[config.mk]
export PLATFORM = sky130hd
export DESIGN_NAME = ucode_loader
export DESIGN_NICKNAME = d
export VERILOG_FILES = /design/src/rtl/ucode_loader.sv
export SDC_FILE = /design/constraint.sdc
export NUM_CORES = 1
export LEC_CHECK = 0
export BUFFER_PORTS_ARGS = -buffer_cell sky130_fd_sc_hd__buf_2
export CAP_MARGIN = 20
export CORE_MARGIN = 1.5
export CORE_UTILIZATION = 50
export DETAILED_ROUTE_END_ITERATION = 10
export GPL_TIMING_DRIVEN = 0
export PLACE_DENSITY = 0.77
export SYNTH_ARGS = -nofsm -noshare
export SYNTH_HDL_FRONTEND = slang
export SYNTH_SLANG_ARGS = --single-unit
export TNS_END_PERCENT = 30
[constraint.sdc]
create_clock -name i_clk -period 2.89 [get_ports i_clk]
set_input_delay 0.289 -clock i_clk [delete_from_list [all_inputs] [get_ports i_clk]]
set_output_delay 0.289 -clock i_clk [all_outputs]
set_load 0.01 [all_outputs]
[src/rtl/ucode_loader.sv]
// Serial-frame microcode loader: parses SYNC/address/count/data/checksum frames
// from a byte stream and writes the words into the uCode memory.
module ucode_loader #(
    parameter int DATA_SZ = 16,
    parameter int ADDR_SZ = 10,
    parameter int TIMEOUT = 4_800_000
) (
    input  logic               i_clk,
    input  logic               i_rst,
    input  logic               i_rx_wr,
    input  logic [7:0]         i_rx_data,
    output logic               o_uc_wr,
    output logic [ADDR_SZ-1:0] o_uc_waddr,
    output logic [DATA_SZ-1:0] o_uc_wdata,
    output logic               o_busy,
    output logic               o_run,
    output logic               o_status
);

    localparam int IDLE_W = $clog2(TIMEOUT + 1);
    localparam logic [7:0] SYNC = 8'h55;

    typedef enum logic [2:0] {
        IDLE,
        ADDR_HI,
        ADDR_LO,
        CNT_HI,
        CNT_LO,
        DATA_HI,
        DATA_LO,
        CHECK
    } state_t;

    state_t             state, state_n;
    logic [ADDR_SZ-1:0] addr, addr_n;
    logic [15:0]        remaining, remaining_n;
    logic [7:0]         sum, sum_n;
    logic [7:0]         hold, hold_n;
    logic [IDLE_W-1:0]  idle_cnt, idle_cnt_n;
    logic               uc_wr, uc_wr_n;
    logic [ADDR_SZ-1:0] waddr, waddr_n;
    logic [DATA_SZ-1:0] wdata, wdata_n;
    logic               run, run_n;
    logic               status, status_n;

    logic [7:0]  sum_add;
    logic [15:0] hi_lo;
    logic        timeout_hit;

    assign sum_add     = sum + i_rx_data;
    assign hi_lo       = {hold, i_rx_data};
    assign timeout_hit = (state != IDLE) && !i_rx_wr &&
                         (idle_cnt == IDLE_W'(TIMEOUT));

    always_ff @(posedge i_clk or posedge i_rst) begin
        if (i_rst) begin
            state     <= IDLE;
            addr      <= '0;
            remaining <= '0;
            sum       <= '0;
            hold      <= '0;
            idle_cnt  <= '0;
            uc_wr     <= 1'b0;
            waddr     <= '0;
            wdata     <= '0;
            run       <= 1'b0;
            status    <= 1'b0;
        end else begin
            state     <= state_n;
            addr      <= addr_n;
            remaining <= remaining_n;
            sum       <= sum_n;
            hold      <= hold_n;
            idle_cnt  <= idle_cnt_n;
            uc_wr     <= uc_wr_n;
            waddr     <= waddr_n;
            wdata     <= wdata_n;
            run       <= run_n;
            status    <= status_n;
        end
    end

    always_comb begin
        state_n     = state;
        addr_n      = addr;
        remaining_n = remaining;
        sum_n       = sum;
        hold_n      = hold;
        idle_cnt_n  = idle_cnt;
        uc_wr_n     = 1'b0;
        waddr_n     = waddr;
        wdata_n     = wdata;
        run_n       = run;
        status_n    = status;

        // The idle counter only runs inside a frame and restarts on every byte.
        if (state == IDLE || i_rx_wr) begin
            idle_cnt_n = '0;
        end else begin
            idle_cnt_n = idle_cnt + IDLE_W'(1);
        end

        if (timeout_hit) begin
            state_n    = IDLE;
            status_n   = 1'b0;
            run_n      = 1'b0;
            idle_cnt_n = '0;
        end else if (i_rx_wr) begin
            if (state != IDLE) begin
                sum_n = sum_add;
            end
            case (state)
                IDLE: begin
                    if (i_rx_data == SYNC) begin
                        state_n = ADDR_HI;
                        run_n   = 1'b0;
                        sum_n   = '0;
                    end
                end
                ADDR_HI: begin
                    hold_n  = i_rx_data;
                    state_n = ADDR_LO;
                end
                ADDR_LO: begin
                    addr_n  = ADDR_SZ'(hi_lo);
                    state_n = CNT_HI;
                end
                CNT_HI: begin
                    hold_n  = i_rx_data;
                    state_n = CNT_LO;
                end
                CNT_LO: begin
                    remaining_n = hi_lo;
                    state_n     = (hi_lo == 16'd0) ? CHECK : DATA_HI;
                end
                DATA_HI: begin
                    hold_n  = i_rx_data;
                    state_n = DATA_LO;
                end
                DATA_LO: begin
                    // The write is registered, so it lands exactly one cycle after the strobe.
                    uc_wr_n     = 1'b1;
                    waddr_n     = addr;
                    wdata_n     = DATA_SZ'(hi_lo);
                    addr_n      = addr + ADDR_SZ'(1);
                    remaining_n = remaining - 16'd1;
                    state_n     = (remaining == 16'd1) ? CHECK : DATA_HI;
                end
                CHECK: begin
                    status_n = (sum_add == 8'h00);
                    run_n    = (sum_add == 8'h00);
                    state_n  = IDLE;
                end
                default: begin
                    state_n = IDLE;
                end
            endcase
        end
    end

    assign o_uc_wr    = uc_wr;
    assign o_uc_waddr = waddr;
    assign o_uc_wdata = wdata;
    assign o_busy     = (state != IDLE);
    assign o_run      = run;
    assign o_status   = status;

endmodule
==> reports/results.ini <==
[drt]
wire_per_inst_um=15.80
antenna_left=0
first_pass_iters=5
via_per_inst=5.720
drt_iter0_drc=311
drc_errors=0
vias=4250
wirelength_um=11740

[floorplan]
start_util=0.5132
rows=36
die_w_um=102.7
core_sq_mm=0.009684
dieArea_sq_mm=0.01055
io_pins=41
die_y_um=102.7

[power_and_ir_drop]
total_power_uw=5323
leakagePower_uw=0.002536
peakVddDrop_mv=0.3271
power.density_mw_per_mm2=956.9

[placed_design]
numPortBuffers=39
gp_congestion=0.9003
hpwl_um=8279
place_inst=726
dpl-instance-area_sq_mm=0.005361

[cells_and_area]
final_area_sq_mm=0.005563
layout.nets=629
final_cell_mix=nand2_1 (112), dfrtp_1 (97), nor2_1 (71)
final_common_cell=nand2_1
post-route-util=0.5744
drive_above_1_share=0.1361
stdcell_count=743
area_growth_pct=11.93
n_antenna_cell=0
num-fill-cells=863

[global_routing]
grt_max_degree=58
grt_pass1_wl_um=20100
grt_antenna_before_repair=0
groute.usage.overall=0.2470
grt_overflow=0
grt_pass1_vias=4087

[yosys]
yosysTopAreaCell=dfrtp_1
synthArstFlopShare=1.000
synth_area_sq_mm=0.004970
synth_edf_count=0
synthDistinctLibCells=48
synth_flop_cell=dfrtp_1
syn_nets=577
postSynthCellCount=553
synth.avg_cell_area_sq_um=8.987
synth_top_area_share=0.4884
ys_ff_latch=97
ys_seq_area_frac=0.4884
ys_warn_count=0
synth_area_leaders=dfrtp_1 (49%), nand2_1 (8.5%), nor2_1 (5.4%)

[worst_hold_path]
min-delay-start=i_rx_data[0]
hp-class=in2reg

[clock_network]
htree_levels=3
root_buffer=clkbuf_8
numCtsBuffers=9
clockBufferDepth=2
path_clk_slew_ns=0.10
cts_tree=built
insertion_delay_ns=0.39
cts_sinks=97

[critical_path]
path_max_fanout=6
reg2reg_setup_slack_ns=0.45
critPathKind=reg2reg
worstPathRequired_ns=3.20
reg2reg_from=remaining[0]
critPathCaptureType=flip-flop
crit_arrival_ns=2.74
crit_start=remaining[0]
start_kind=flip-flop

[timing]
worst_pin_slew_ns=0.7705
period_needed_ns=2.436
rsz0062_at_grt=false
setup_viol=0
fin_crit_sh=0.8427
hold_viol_final=0
relSlewSlack=0.4852
slew_violations=0
fmax_mhz=410.6
fin_worst_skew_ns=0.01099

[outcome]
status=completed

[run]
maxCapViolCount=0

repair_timing:
action / CTS / global route
gates resized for setup: 0 / 0
hold buffers: 1 / 0
setup buffers: 0 / 0
hold endpoints to repair: 40 / 0
state kept, by name (all words and copies together) (netlist names):
| register | count |
|---|---|
| idle_cnt | 23 |
| o_uc_wdata | 16 |
| remaining | 16 |
| addr | 10 |
| o_uc_waddr | 10 |
| hold | 8 |
| sum | 8 |
| state | 3 |
| o_run | 1 |
| o_status | 1 |
| o_uc_wr | 1 |
stage by stage:
step | setup WS, ns | hold WS [ns] | TNS [ns]
3_3_place_gp | -1.002 | 0.4527 | -96.53
3_5_place_dp | 0.5411 | 0.3837 | 0
6_report | 0.4545 | 0.1885 | 0
4_1_cts | 0.5403 | 0.1842 | 0
2_1_floorplan | 0.06728 | 0.3944 | 0
5_1_grt | 0.2885 | 0.2128 | 0
layer usage:
layer / global-route usage / routed length (um) / share of wire / up-vias
met3: 0.04610 / 698 / 0.059 / 43
met4: 0.1170 / 385 / 0.033 / 0
met1: 0.3202 / 5051 / 0.43 / 2025
met5: 0 / 0 / 0 / -
li1: - / - / - / 2035
met2: 0.4019 / 5601 / 0.48 / 147
path summary, 6_finish.rpt:
check,endpoint,depth (start not counted)
setup / recovery,remaining[14],8
hold / removal,o_uc_wdata[0],3
min in group asynchronous,idle_cnt[0],3
hold reg to reg,o_uc_wdata[12],2
max in group asynchronous,o_uc_wdata[0],4
setup reg to reg,remaining[14],8
critical path, cell delays in order (launching register included):
cell and delay, ns:
dfrtp_1 0.46, inv_1 0.09, ha_1 0.17, nor3b_1 0.65, nand3_1 0.26, nor3_1 0.35
a21o_1 0.18, a21oi_1 0.06, a21oi_1 0.13
synth_stat cells (2+ instances only):
library cell,instances
o21a_1,4
o32ai_1,3
nor3_1,11
a21oi_1,34
nand4_1,12
o22ai_1,5
nand2_1,112
inv_1,10
a31oi_1,9
nor4_1,4
xnor2_1,7
and3_1,6
nand2_2,2
o22a_1,3
nor4_4,2
nand2b_1,2
a22oi_1,3
buf_2,8
clkbuf_1,12
a22o_1,5
xor2_1,21
o21ai_1,4
and2_1,6
buf_6,2
o21bai_1,2
and4_1,4
or4_1,4
o21ai_0,31
ha_1,12
nand3_1,17
mux2_2,8
nor3b_1,3
dfrtp_1,97
nor2_1,71
a211oi_1,3
or4_4,2
power by group:
part / switching [uW] / internal (uW) / total, uW
clock: 497 / 362 / 860
combinational: 1270 / 877 / 2150
sequential: 457 / 1860 / 2320
total: 2220 / 3100 / 5320
area by class of cell:
| cell class | instances | area, sq um | area share |
|---|---|---|---|
| Inverter | 11 | 43.79 | 0.007872 |
| Multi-Input combinational cell | 423 | 2394 | 0.4303 |
| Buffer | 22 | 107.6 | 0.01934 |
| Tap cell | 133 | 166.4 | 0.02991 |
| Clock inverter | 5 | 40.04 | 0.007197 |
| Clock buffer | 11 | 151.4 | 0.02722 |
| Timing Repair Buffer | 41 | 232.7 | 0.04184 |
| Sequential cell | 97 | 2427 | 0.4363 |
logic make-up (layout without fill, tap and decap cells):
| group | after synthesis | in the layout | synth area share |
|---|---|---|---|
| AO/OA/AOI/OAI | 110 | 110 | 0.1312 |
| buffers and inverters | 33 | 90 | 0.02996 |
| multiplexers | 8 | 8 | 0.01813 |
| AND/OR/NAND/NOR | 264 | 264 | 0.2487 |
| adder cells (fa/ha/maj) | 13 | 13 | 0.03424 |
| XOR/XNOR | 28 | 28 | 0.04935 |
| flip-flops | 97 | 97 | 0.4884 |
Power figures use the tool's default switching activity.
